$ cat src/rtl/rs_pkg.sv
// Shared definitions for the rs_* serial blocks: receiver/transmitter state
// encoding and the bit-rate divider derived from the system clock.
package rs_pkg;

    localparam int CLK_HZ  = 50_000_000;
    localparam int BAUD    = 115200;
    // Clock cycles per serial bit (rounded down; 434 for 50 MHz / 115200).
    localparam int DIVIDER = CLK_HZ / BAUD;

    typedef enum logic [2:0] {
        IDLE,
        START,
        DATA,
        STOP,
        BREAK
    } rs_state_t;

endpackage

$ cat src/rtl/rs_rx_if.sv
// Consumer-side bundle of the UART receiver: serial line in, byte buffer
// with level-valid / acknowledge handshake and status pulses out.
interface rs_rx_if;
    logic       rx;
    logic       rd_ack;
    logic [7:0] data;
    logic       dataready;
    logic       framing_err;
    logic       overrun;
    logic       busy;

    // Receiver side
    modport slave (
        input  rx,
        input  rd_ack,
        output data,
        output dataready,
        output framing_err,
        output overrun,
        output busy
    );

    // Line driver / consumer side
    modport master (
        output rx,
        output rd_ack,
        input  data,
        input  dataready,
        input  framing_err,
        input  overrun,
        input  busy
    );
endinterface

$ cat src/rtl/rs_sync2.sv
// Two-flop synchroniser for a single asynchronous input. The reset value is
// a parameter so an idle-high line does not look active while in reset.
module rs_sync2 #(
    parameter logic RST_VAL = 1'b0
) (
    input  logic clk,
    input  logic rst,
    input  logic d,
    output logic q
);
    logic meta_reg;
    logic sync_reg;

    // Shift the async input through two flops to resolve metastability.
    always_ff @(posedge clk or posedge rst) begin
        if (rst) begin
            meta_reg <= RST_VAL;
            sync_reg <= RST_VAL;
        end else begin
            meta_reg <= d;
            sync_reg <= meta_reg;
        end
    end

    assign q = sync_reg;
endmodule

$ cat src/rtl/rs_rx.sv
// 8N1 UART receiver. Validates the start bit at mid-bit, samples data bits
// LSB-first at mid-bit, checks the stop bit and hands good bytes to a
// one-entry buffer with a dataready / rd_ack handshake.
module rs_rx #(
    parameter int DIVIDER = rs_pkg::DIVIDER
) (
    input  logic     clk,
    input  logic     rst,
    rs_rx_if.slave   bus
);
    import rs_pkg::*;

    localparam int TW = $clog2(DIVIDER);
    // Start bit is re-checked half a bit after the edge; every later sample
    // is one full bit period after the previous one, so it lands mid-bit.
    localparam logic [TW-1:0] HALF_TICK = TW'(DIVIDER / 2 - 1);
    localparam logic [TW-1:0] FULL_TICK = TW'(DIVIDER - 1);

    logic            rxs;
    rs_state_t       state_reg;
    logic [TW-1:0]   tick_cnt_reg;
    logic [2:0]      bit_cnt_reg;
    logic [7:0]      shift_reg;
    logic [7:0]      data_reg;
    logic            dataready_reg;
    logic            framing_err_reg;
    logic            overrun_reg;
    logic            busy_reg;

    // Line is idle-high, so hold the synchronised copy high during reset.
    rs_sync2 #(.RST_VAL(1'b1)) u_sync (
        .clk (clk),
        .rst (rst),
        .d   (bus.rx),
        .q   (rxs)
    );

    // Frame FSM, bit timing counters, shift register and output buffer.
    always_ff @(posedge clk or posedge rst) begin
        if (rst) begin
            state_reg       <= IDLE;
            tick_cnt_reg    <= '0;
            bit_cnt_reg     <= '0;
            shift_reg       <= '0;
            data_reg        <= '0;
            dataready_reg   <= 1'b0;
            framing_err_reg <= 1'b0;
            overrun_reg     <= 1'b0;
            busy_reg        <= 1'b0;
        end else begin
            framing_err_reg <= 1'b0;
            overrun_reg     <= 1'b0;
            // Consumer takes the byte; a same-cycle load below overrides this.
            if (bus.rd_ack && dataready_reg) begin
                dataready_reg <= 1'b0;
            end
            case (state_reg)
                IDLE: begin
                    if (!rxs) begin
                        tick_cnt_reg <= '0;
                        state_reg    <= START;
                        busy_reg     <= 1'b1;
                    end
                end
                START: begin
                    if (tick_cnt_reg == HALF_TICK) begin
                        if (!rxs) begin
                            tick_cnt_reg <= '0;
                            bit_cnt_reg  <= '0;
                            state_reg    <= DATA;
                        end else begin
                            // Line went back high: glitch, not a start bit.
                            state_reg <= IDLE;
                            busy_reg  <= 1'b0;
                        end
                    end else begin
                        tick_cnt_reg <= tick_cnt_reg + TW'(1);
                    end
                end
                DATA: begin
                    if (tick_cnt_reg == FULL_TICK) begin
                        shift_reg    <= {rxs, shift_reg[7:1]};
                        tick_cnt_reg <= '0;
                        bit_cnt_reg  <= bit_cnt_reg + 3'd1;
                        if (bit_cnt_reg == 3'd7) begin
                            state_reg <= STOP;
                        end
                    end else begin
                        tick_cnt_reg <= tick_cnt_reg + TW'(1);
                    end
                end
                STOP: begin
                    if (tick_cnt_reg == FULL_TICK) begin
                        tick_cnt_reg <= '0;
                        if (rxs) begin
                            if (!dataready_reg || bus.rd_ack) begin
                                data_reg      <= shift_reg;
                                dataready_reg <= 1'b1;
                            end else begin
                                overrun_reg <= 1'b1;
                            end
                            // Leaving at mid-stop gives half a bit of slack
                            // for the next start edge.
                            state_reg <= IDLE;
                            busy_reg  <= 1'b0;
                        end else begin
                            framing_err_reg <= 1'b1;
                            state_reg       <= BREAK;
                        end
                    end else begin
                        tick_cnt_reg <= tick_cnt_reg + TW'(1);
                    end
                end
                BREAK: begin
                    // Held-low line must not be taken as repeated start bits.
                    if (rxs) begin
                        state_reg <= IDLE;
                        busy_reg  <= 1'b0;
                    end
                end
                default: begin
                    state_reg <= IDLE;
                    busy_reg  <= 1'b0;
                end
            endcase
        end
    end

    assign bus.data        = data_reg;
    assign bus.dataready   = dataready_reg;
    assign bus.framing_err = framing_err_reg;
    assign bus.overrun     = overrun_reg;
    assign bus.busy        = busy_reg;
endmodule
$ cat src/flat_wrapper.sv
// flat-port wrapper written by rule: the top's interface ports become plain ports
module rs_rx_flat import rs_pkg::*;
#(
    parameter int DIVIDER = rs_pkg::DIVIDER
)
  (clk, rst, bus_rx, bus_rd_ack, bus_data, bus_dataready, bus_framing_err, bus_overrun, bus_busy);
  rs_rx_if bus_i ();
  input  logic clk;
  input  logic rst;
  input wire logic [$bits(bus_i.rx)-1:0] bus_rx;
  input wire logic [$bits(bus_i.rd_ack)-1:0] bus_rd_ack;
  output wire logic [$bits(bus_i.data)-1:0] bus_data;
  output wire logic [$bits(bus_i.dataready)-1:0] bus_dataready;
  output wire logic [$bits(bus_i.framing_err)-1:0] bus_framing_err;
  output wire logic [$bits(bus_i.overrun)-1:0] bus_overrun;
  output wire logic [$bits(bus_i.busy)-1:0] bus_busy;
  assign bus_i.rx = bus_rx;
  assign bus_i.rd_ack = bus_rd_ack;
  assign bus_data = bus_i.data;
  assign bus_dataready = bus_i.dataready;
  assign bus_framing_err = bus_i.framing_err;
  assign bus_overrun = bus_i.overrun;
  assign bus_busy = bus_i.busy;
  rs_rx #(.DIVIDER(DIVIDER)) u_core (.clk(clk), .rst(rst), .bus(bus_i));
endmodule
$ cat config.mk
export PLATFORM = sky130hd
export DESIGN_NAME = rs_rx_flat
export DESIGN_NICKNAME = d
export VERILOG_FILES = /design/src/rtl/rs_pkg.sv /design/src/rtl/rs_rx_if.sv /design/src/rtl/rs_sync2.sv /design/src/rtl/rs_rx.sv /design/src/flat_wrapper.sv
export SDC_FILE = /design/constraint.sdc
export NUM_CORES = 1
export LEC_CHECK = 0
export ABC_AREA = 1
export BUFFER_PORTS_ARGS = -buffer_cell sky130_fd_sc_hd__buf_2
export CELL_PAD_IN_SITES_DETAIL_PLACEMENT = 0
export CELL_PAD_IN_SITES_GLOBAL_PLACEMENT = 2
export CORE_ASPECT_RATIO = 1.25
export CORE_UTILIZATION = 25
export CTS_CLUSTER_SIZE = 8
export DETAILED_ROUTE_END_ITERATION = 6
export PLACE_DENSITY_LB_ADDON = 0.15
export SLEW_MARGIN = 20
export SYNTH_ARGS = -nofsm -noshare
export SYNTH_HDL_FRONTEND = slang
export SYNTH_HIERARCHICAL = 1
export SYNTH_SLANG_ARGS = --single-unit
$ cat constraint.sdc
create_clock -name clk -period 1.7 [get_ports clk]
set_input_delay 0.34 -clock clk [delete_from_list [all_inputs] [get_ports clk]]
set_output_delay 0.34 -clock clk [all_outputs]
set_load 0.005 [all_outputs]
==> summary.md <==
| Metric | Value |
|---|---|
| Status | complete, no violations |
| DR WL/cell | 13.03 microns |
| Skew final | 11.36 ps |
| Leakage power | 1.270 nW |
| Routed Antenna Nets | 0 |
| Clock Power Share | a little under half |
| Initial DRT Pass Iterations | 4 |
| Total grt overflow | 0 |
| Layout cell share with drive strength beyond 1 | 32.30% |
| Largest net degree at the start of global routing | 36 |
| Initial Utilization | 26.25% |
| Vias in the first global route | 1,685 |
| Final Setup Violations | 0 |
| CTS Buf Count | 5 |
| HP Class | primary input to asynchronous set/reset pin |
| Clock buffer depth | 2 |
| Slowest stage delay, CP | 430 ps |
| MaxCap Viol Count | 0 |
| Critical-path cell list | inv_2, nand2_2, nor2_4, nand2_4, nor3_4, nand2_4, nand2_2, o21ai_2 |
| Total number of yosys warnings | 6 |
| Area growth, synth to finish | 26.86% |
| Net Sw Frac | approximately 23% |
| R2r endpoint | u_core/bus.data[7]$_DFFE_PP0P_ |
| Slowest-stage cell, CP | dfrtp_2 |
| PortBufs | 15 |
| Total negative slack | 0 ps |
| H-Tree Level Count | 2 |
| Seq pwr share | 51.4% |
| Non-filler cells in the finished layout | 383 |
| Routed WL | 4.991 mm |
| Fillers | 799 |
| Latest clock arrival within the worst-skew pair | 300 ps |
| Final Wtd Congestion | between 0.7 and 0.8 |
| DR top layer | met4 |
| Drt drc | 0 |
| Final HPWL DP | 3.542 mm |
| Power per Cell Area | between 600 and 700 nW/um^2 |
| Combinational Power Share | between 2 and 2.5% |
| Most common cell after layout, fill and taps aside | nand2_1 |
| Ys flop type | dfrtp_1 |
| Largest register FFs | 9 |
| Sequential cell area | slightly above 900 sq um |
| CTS tree | built |
| Worst Setup End Kind | flop |
| CP max FO | 8 |
| Vias | about 1,700 |
| Synthesized cell area | 1966 sq um |
| IR drop worst, VDD | 0.0003512 V |
| Avg Inst Size Synth | 7.831 sq um |
| Clock slew at reported path FFs | 90 ps |
| Critical path's top delay family | simple AND/OR/NAND/NOR gates |
| Die Ht | a little over 100 microns |
| Total GRT Usage | 13.56% |
| Internal Pwr Total | ~1.3 mW |
| WP buf/inv | 1 |
| First-pass GRT wire length | approximately 8.3 mm |
| Final Hold Fails | 0 |
| Placed Cells | around 370 |
| Clock root cell | clkbuf_8 |
| Antenna Cells | 0 |
| Worst Path Arrival | 1780 ps |
| RSZ-0062 raised after global routing | yes |
| Worst Reg-to-Reg Cells | 8 |
| Final cycle utilization of the critical path | 93.33% |
| Commonest non-fill, non-tap cells in the layout | 72 x nand2_1, 33 x dfrtp_1, 27 x inv_1 |
| Sink Count | 37 |
| Sequential share of the synthesized area | 47.23% |
| Post-synth net total | 260 |
| Multi-input gate area | about 960 sq um |
| Wl on met1 | 2.337 mm |
| # nets final | between 200 and 300 |
| Crit path time final | 1587 ps |
| Post-synthesis cell count | between 200 and 300 |
| Metal2 WL | approximately 2.5 mm |
| Routed vias/inst | approximately 4.4 |
| Fmax | ~630 MHz |
| Post-synth EDFFs | 0 |
| Post-synth cell types | 26 |
| Ys async rst share | between 90% and 100% |
| Worst Path Required | 1900 ps |
| Worst setup SP type | flop |
| Placeable Area | approximately 7500 sq um |
| Reg-to-reg startpoint | u_core/tick_cnt_reg[3]$_DFFE_PP0P_ |
| Hold buffer count at CTS | 0 |
| Die area | around 8200 sq um |
| 1st-iter DRT viols | 33 |
| Worst-margin pin slew | 477.0 ps |
| Std cell rows | 35 |
| Worst rel slew slack | 68.20% |
| I/O pin total | 16 |
| Number of antenna violations at the first check in global routing | 0 |
| Met3 Wirelength | 90 microns |
| Die W | 81.31 microns |
| R2R Setup Slk | around 110 ps |
| Crit Path Class | flop to flop |
| Psw | 0.3896 mW |
| Slew Limit Fails | 0 |
| #FFs+latches synth | 37 |
[power groups by stage]
stage,combinational (mW),clock (mW),sequential [mW]
final,0.0363,0.800,0.885
after detailed placement,0.0379,0,0.902
after global placement,0.0383,0,0.902
after CTS,0.0382,0.835,0.885
after floorplan,0.0209,0,0.901
after global routing,0.0435,0.879,0.885
[routing by layer]
metal  GRT usage [%]  vias up
met3           2.432        6
met5               0        -
met1           17.08      788
met2           23.27       12
met4           4.121        0
li1                -      863
[logic make-up (layout without fill, tap and decap cells)]
kind of cell    Yosys count  after routing  share of synthesized area, %
flops                    37             37                         47.23
xor+xnor                  2              2                        0.8913
buf+inv                  40             79                         8.211
simple gates            139            140                         31.76
compound gates           28             28                         8.721
fa+ha+maj                 5              5                         3.183
[what timing repair did]
action                     in CTS  in global routing
gates resized for setup         0                 28
setup endpoints to repair       0                 20
buffers inserted                0                  6
[Yosys cell counts (2+ instances only)]
cell | n | area (sq um)
xor2_1 | 2 | 17.52
a21oi_1 | 2 | 10.01
nand2_2 | 5 | 31.28
dfrtp_1 | 35 | 875.8
nand4_1 | 3 | 18.77
o21ai_1 | 10 | 50.05
o21ai_2 | 7 | 61.31
nand2_1 | 83 | 311.6
ha_1 | 5 | 62.56
nor2_1 | 17 | 63.81
nor2_4 | 3 | 33.78
nand3_1 | 23 | 115.1
a31oi_1 | 2 | 12.51
inv_2 | 5 | 18.77
inv_1 | 30 | 112.6
o21ai_0 | 6 | 30.03
buf_2 | 3 | 15.01
dfstp_2 | 2 | 52.55
[cell type report]
type | instances | share of cell area (%)
Clock inverter | 3 | 1.756
Timing Repair Buffer | 36 | 9.834
Inverter | 35 | 5.268
Sequential cell | 37 | 37.33
Tap cell | 92 | 4.616
Multi-Input combinational cell | 175 | 38.43
Clock buffer | 5 | 2.760
[worst max path at each step]
stage                                             startpoint                            endpoint  slack (ps)  cells past startpoint
after floorplan           u_core/tick_cnt_reg[1]$_DFFE_PP0P_      u_core/bus.data[1]$_DFFE_PP0P_         120                     10
after global placement    u_core/tick_cnt_reg[1]$_DFFE_PP0P_      u_core/bus.data[6]$_DFFE_PP0P_          40                      9
after detailed placement  u_core/tick_cnt_reg[1]$_DFFE_PP0P_      u_core/bus.data[7]$_DFFE_PP0P_          10                      9
after CTS                 u_core/tick_cnt_reg[1]$_DFFE_PP0P_      u_core/bus.data[7]$_DFFE_PP0P_         0.1                      9
after global routing      u_core/tick_cnt_reg[0]$_DFFE_PP0P_  u_core/tick_cnt_reg[0]$_DFFE_PP0P_           2                     11
final                     u_core/tick_cnt_reg[3]$_DFFE_PP0P_      u_core/bus.data[7]$_DFFE_PP0P_         110                      8
[stage by stage]
step / area (sq um) / utilization (%) / power [mW] / worst slack, ps / hold WS (ps)
after floorplan: 1966 / - / 0.9222 / 117.0 / 251.5
after global placement: 2251 / 30.06 / 0.9405 / 39.31 / 348.6
after detailed placement: 2251 / 30.06 / 0.9402 / 12.68 / 356.5
after CTS: 2364 / 31.56 / 1.758 / 0.1370 / 59.88
after global routing: 2494 / 33.30 / 1.808 / 1.970 / 71.38
final: 2494 / 33.30 / 1.721 / 113.3 / 66.74
[worst reg2reg max path: cells and delay by family (launching register included)]
kind | cells | cell delay [ps]
simple gates | 6 | 920
flops | 1 | 430
buf+inv | 1 | 100
compound gates | 1 | 50
No activity file was read; power rests on OpenSTA's default activity.
